### config.mk
export PLATFORM = sky130hd
export DESIGN_NAME = uart_rx
export DESIGN_NICKNAME = d
export VERILOG_FILES = /design/src/rtl/uart_rx.sv
export SDC_FILE = /design/constraint.sdc
export NUM_CORES = 1
export LEC_CHECK = 0
export ABC_AREA = 1
export CAP_MARGIN = 10
export CORE_UTILIZATION = 45
export DETAILED_ROUTE_END_ITERATION = 10
export SYNTH_ARGS = -nofsm -noshare
export SYNTH_HDL_FRONTEND = slang
export SYNTH_SLANG_ARGS = --single-unit
### constraint.sdc
create_clock -name clk -period 4.3 [get_ports clk]
set_clock_uncertainty 0.05 [all_clocks]
set_input_delay 0.86 -clock clk [delete_from_list [all_inputs] [get_ports clk]]
set_output_delay 0.86 -clock clk [all_outputs]
set_load 0.01 [all_outputs]
### src/rtl/uart_rx.sv
// uart_rx: oversampling-free UART receiver (1 start, N data LSB first, 1 stop,
// no parity). The serial line is synchronised, each bit is sampled once at
// mid-bit by a down-counter, and finished words are handed to the consumer
// through a level-sensitive valid/ack handshake. Framing errors and overruns
// are reported as single-cycle pulses.
module uart_rx #(
  parameter int unsigned C_CLK_FRQ         = 100000000,
  parameter int unsigned C_UART_BAUD_RATE  = 115200,
  parameter int unsigned C_UART_DATA_WIDTH = 8
) (
  input  logic                         clk,
  input  logic                         rstb,
  input  logic                         rx,
  output logic [C_UART_DATA_WIDTH-1:0] data,
  output logic                         valid,
  input  logic                         ack,
  output logic                         ferr,
  output logic                         ovr
);

  // Clocks per bit, rounded to nearest, and the half-bit offset to mid-bit.
  localparam int unsigned C_BIT_CYC  = (C_CLK_FRQ + C_UART_BAUD_RATE / 2) / C_UART_BAUD_RATE;
  localparam int unsigned C_HALF_CYC = C_BIT_CYC / 2;
  localparam int unsigned C_CNT_W    = $clog2(C_BIT_CYC) + 1;
  localparam int unsigned C_IDX_W    = $clog2(C_UART_DATA_WIDTH);

  localparam logic [C_CNT_W-1:0] C_HALF_LOAD = C_CNT_W'(C_HALF_CYC - 1);
  localparam logic [C_CNT_W-1:0] C_BIT_LOAD  = C_CNT_W'(C_BIT_CYC - 1);
  localparam logic [C_IDX_W-1:0] C_LAST_IDX  = C_IDX_W'(C_UART_DATA_WIDTH - 1);

  // Reject parameter sets the counter scheme cannot support.
  if (C_BIT_CYC < 4) begin : gBitCycCheck
    $error("uart_rx: clocks per bit must be at least 4");
  end
  if (C_UART_DATA_WIDTH < 2) begin : gWidthCheck
    $error("uart_rx: data width must be at least 2");
  end

  typedef enum logic [2:0] {
    WAIT_IDLE,
    IDLE,
    START,
    DATA,
    STOP
  } stateT;

  stateT                        state;
  stateT                        stateNxt;
  logic                         rxMeta;
  logic                         rxs;
  logic [C_CNT_W-1:0]           cnt;
  logic [C_CNT_W-1:0]           cntNxt;
  logic [C_IDX_W-1:0]           bitIdx;
  logic [C_IDX_W-1:0]           bitIdxNxt;
  logic [C_UART_DATA_WIDTH-1:0] shiftReg;
  logic [C_UART_DATA_WIDTH-1:0] shiftNxt;
  logic                         cntZero;
  logic                         loadWord;
  logic                         ovrSet;
  logic                         ferrSet;

  // Two-flop synchroniser; idle-high reset value keeps the line looking idle.
  always_ff @(posedge clk or negedge rstb) begin
    if (!rstb) begin
      rxMeta <= 1'b1;
      rxs    <= 1'b1;
    end else begin
      rxMeta <= rx;
      rxs    <= rxMeta;
    end
  end

  // State, bit timer, bit index and shift register.
  always_ff @(posedge clk or negedge rstb) begin
    if (!rstb) begin
      state    <= WAIT_IDLE;
      cnt      <= '0;
      bitIdx   <= '0;
      shiftReg <= '0;
    end else begin
      state    <= stateNxt;
      cnt      <= cntNxt;
      bitIdx   <= bitIdxNxt;
      shiftReg <= shiftNxt;
    end
  end

  assign cntZero = (cnt == '0);

  // Next-state logic: mid-bit sampling and frame qualification.
  always_comb begin
    stateNxt  = state;
    cntNxt    = cnt;
    bitIdxNxt = bitIdx;
    shiftNxt  = shiftReg;
    loadWord  = 1'b0;
    ovrSet    = 1'b0;
    ferrSet   = 1'b0;

    case (state)
      WAIT_IDLE: begin
        // Only arm after the line has been seen idle, so a frame or break in
        // progress at reset release is not mis-framed.
        if (rxs) begin
          stateNxt = IDLE;
        end
      end

      IDLE: begin
        if (!rxs) begin
          cntNxt   = C_HALF_LOAD;
          stateNxt = START;
        end
      end

      START: begin
        if (!cntZero) begin
          cntNxt = cnt - C_CNT_W'(1);
        end else if (!rxs) begin
          cntNxt    = C_BIT_LOAD;
          bitIdxNxt = '0;
          stateNxt  = DATA;
        end else begin
          // Start bit did not survive to mid-bit: treat as a glitch.
          stateNxt = IDLE;
        end
      end

      DATA: begin
        if (!cntZero) begin
          cntNxt = cnt - C_CNT_W'(1);
        end else begin
          shiftNxt = {rxs, shiftReg[C_UART_DATA_WIDTH-1:1]};
          cntNxt   = C_BIT_LOAD;
          if (bitIdx == C_LAST_IDX) begin
            stateNxt = STOP;
          end else begin
            bitIdxNxt = bitIdx + C_IDX_W'(1);
          end
        end
      end

      STOP: begin
        if (!cntZero) begin
          cntNxt = cnt - C_CNT_W'(1);
        end else if (!rxs) begin
          ferrSet  = 1'b1;
          stateNxt = WAIT_IDLE;
        end else begin
          // A word can load when the slot is free or being freed this cycle.
          if (valid && !ack) begin
            ovrSet = 1'b1;
          end else begin
            loadWord = 1'b1;
          end
          stateNxt = IDLE;
        end
      end

      default: begin
        stateNxt = WAIT_IDLE;
      end
    endcase
  end

  // Output word, handshake and status pulses.
  always_ff @(posedge clk or negedge rstb) begin
    if (!rstb) begin
      data  <= '0;
      valid <= 1'b0;
      ferr  <= 1'b0;
      ovr   <= 1'b0;
    end else begin
      if (loadWord) begin
        data  <= shiftReg;
        valid <= 1'b1;
      end else if (valid && ack) begin
        valid <= 1'b0;
      end
      ferr <= ferrSet;
      ovr  <= ovrSet;
    end
  end

endmodule
==> flow_metrics.tcl <==
set metrics [dict create \
    yosysWarnings 0 \
    pwr_density_cell_mw_per_mm2 556 \
    die_y_um 68.2 \
    antenna_found_initial 0 \
    netlist.area_leader.share 0.457 \
    cp.required_ns 3.39 \
    cp_top_family "buffers and inverters" \
    numPortBuffers 14 \
    ir_worst_vdd_v 0.000453 \
    r2r_slack_ns 2.48 \
    rows 23 \
    cp_slowest_cell "clkdlybuf4s50_1" \
    clock_path_buffers 2 \
    synth_common_cells "nand2_1, dfrtp_1, inv_1, nor2_1, nand3_1" \
    ctsHoldBuffers 0 \
    grt_max_degree 39 \
    drc 0 \
    net-switching-power_uw 504 \
    postRouteAntennaNets 0 \
    nFillCells 395 \
    syn_area_per_cell_um2 8.22 \
    crit_chain "clkdlybuf4s50_1" \
    ys_async_sr_fraction 1.00 \
    synth_simple_gate_area_frac 0.323 \
    grt_pass1_vias 1431 \
    final-hold-violation-count 0 \
    final_core_util 0.557 \
    path_buf_inv 1 \
    regArea_um2 953 \
    nets 267 \
    max_freq_ghz 0.470 \
    grt_first_pass_wirelength_mm 6.68 \
    yosys_most_used_dff "dfrtp_1" \
    ys_top_cells_by_area "dfrtp_1, nand2_1, inv_1, nor2_1, nand3_1" \
    ys_seq_elements 38 \
    pwr-share-seq 0.356 \
    crit_type "reg2out" \
    synth_compound_area_frac 0.0850 \
    coreArea_mm2 0.00412 \
    arrival_ns 1.22 \
    cts_resized 0 \
    clkPwrFrac 0.288 \
    area_delta_synth_final_pct 16.2 \
    holdPathStages 0 \
    synth_most_common_cell "nand2_1" \
    setup_viol 0 \
    initial_utilization 0.479 \
    clock_sinks 38 \
    worstRegToRegCells 9 \
    ctsRootBufferMaster "clkbuf_8" \
    gp_congestion 0.856 \
    synth_top_family_by_area "simple AND/OR/NAND/NOR gates" \
    cap_viol_max_count 0 \
    internal-power_uw 770 \
    report.final.slew_viol_count 0 \
    dieArea_mm2 0.00465 \
    endpoint_kind "output port" \
    power_frac_comb 0.355 \
    relSlewSlack 0.446 \
    synth_cell_types 28 \
    yosysSeqAreaShare 0.483 \
    hold_class "reg2reg" \
    htreeDepth 2 \
    netlist.top_cell.by_area "dfrtp_1" \
    rsz0062_at_grt "false" \
    numCtsBuffers 5 \
    drtIter0Drc 73 \
    die_x_um 68.2 \
    swShare 0.396 \
    synth_edf_count 0 \
    vias 1547 \
    path_clk_slew_ns 0.08 \
    cts_tree "built" \
    path_max_fanout 2 \
    period_minus_slack_ns 2.13 \
    dpl.hpwl_mm 2.85 \
    drive_above_1_share 0.135 \
    leakagePower_nw 1.12 \
    synthXorXnorAreaFrac 0.0222 \
    critPathLaunchType "flop" \
    yosys-mux-area-fraction 0 \
    via_per_inst 4.99 \
    synth_fa_ha_area_frac 0.0254 \
    multi_input_area_um2 900 \
    netlist_area_mm2 0.00197 \
    fin_setup_tns_ns 0 \
    grt.overflow.total 0 \
    synth_nets 248 \
    first_pass_iters 4 \
    n_antenna_cell 0 \
    ios 15 \
    grt_usage 0.197 \
    path_depth 1 \
    crit_path_max_incr_delay_ns 0.55 \
    wl_per_cell_um 12.6 \
    post-cts-setup-buffers 0 \
    timing.final.crit_share 0.494 \
    worst_slew_pin_slew_ns 0.832 \
    drt_wl_total_mm 3.89 \
    netlist_instances 240 \
    outcome "complete, no violations" \
    clk_latency_ns 0.29 \
]
==> layout make-up <==
cell class / instances / area share
sequential: 38 / 0.416
timing repair buffer: 14 / 0.0590
clock inverter: 3 / 0.0300
clock buffer: 5 / 0.0300
tap: 50 / 0.0273
inverter: 27 / 0.0453
multi-input combinational: 173 / 0.392
==> worst paths after layout <==
kind,from,endpoint
min in group asynchronous,rstb,data[2]
hold reg to reg,rxMeta,rxs
setup / recovery,data[3],data[3]
setup reg to reg,cnt[0],state[0]
hold / removal,rxMeta,rxs
max in group asynchronous,rstb,shiftReg[0]
==> power groups by stage <==
| stage | clock network (mW) | logic (mW) | registers, mW |
|---|---|---|---|
| after global routing | 0.386 | 0.520 | 0.463 |
| after global placement | 0 | 0.449 | 0.462 |
| after floorplan | 0 | 0.353 | 0.450 |
| final | 0.368 | 0.453 | 0.454 |
| after detailed placement | 0 | 0.451 | 0.461 |
| after CTS | 0.373 | 0.453 | 0.455 |
==> logic make-up after synthesis <==
| kind of cell | after synthesis |
|---|---|
| adder cells (fa/ha/maj) | 4 |
| XOR/XNOR | 5 |
| AND/OR/NAND/NOR | 135 |
| buffers and inverters | 29 |
| flip-flops | 38 |
| AO/OA/AOI/OAI | 29 |
==> cell usage in the layout, fill, tap and decap left out <==
master	synthesis	layout
o21ai_1	6	6
nand2_2	3	3
dfstp_2	2	2
clkdlybuf4s50_1	0	13
nand2_1	74	74
o2111ai_1	1	1
o21ai_0	11	11
bufinv_16	0	2
inv_1	23	23
nand4_1	2	2
clkbuf_8	0	5
buf_2	1	1
o21ai_2	4	4
nor2_4	4	4
dfrtp_1	36	36
ha_1	4	4
nor4_1	1	1
inv_4	1	1
nand2_4	4	4
nor3_1	2	2
inv_2	3	3
nor3_4	2	2
o22ai_1	1	1
nor2_1	23	23
xnor2_1	2	2
o31ai_1	1	1
clkinv_4	0	1
a21oi_1	5	5
nand3_1	17	17
nor2_2	3	3
xor2_1	3	3
==> flip-flops by register name (all words and copies together), names as in the netlist <==
register / count
cnt: 11
data: 8
shiftReg: 8
bitIdx: 3
state: 3
ferr: 1
ovr: 1
rxMeta: 1
rxs: 1
valid: 1
==> metal layers <==
metal  track usage  vias up  routed length (um)
met2         0.287       26                1580
met4        0.0547        0                  47
met5             0        -                   0
li1              -      807                   -
met3        0.0450        5                 109
met1         0.291      709                2160
==> stage by stage <==
step | area, um2 | hold slack, ns | power, mW | setup slack, ns | instances
CTS | 2290 | 0.309 | 1.28 | 2.16 | 310
global route | 2290 | 0.310 | 1.37 | 2.13 | 310
global placement | 2150 | 0.296 | 0.911 | 2.04 | 302
detailed placement | 2150 | 0.298 | 0.912 | 2.01 | 302
floorplan | 1970 | 0.295 | 0.803 | 2.56 | 240
finish | 2290 | 0.308 | 1.27 | 2.17 | 310
Power figures use the tool's default switching activity.
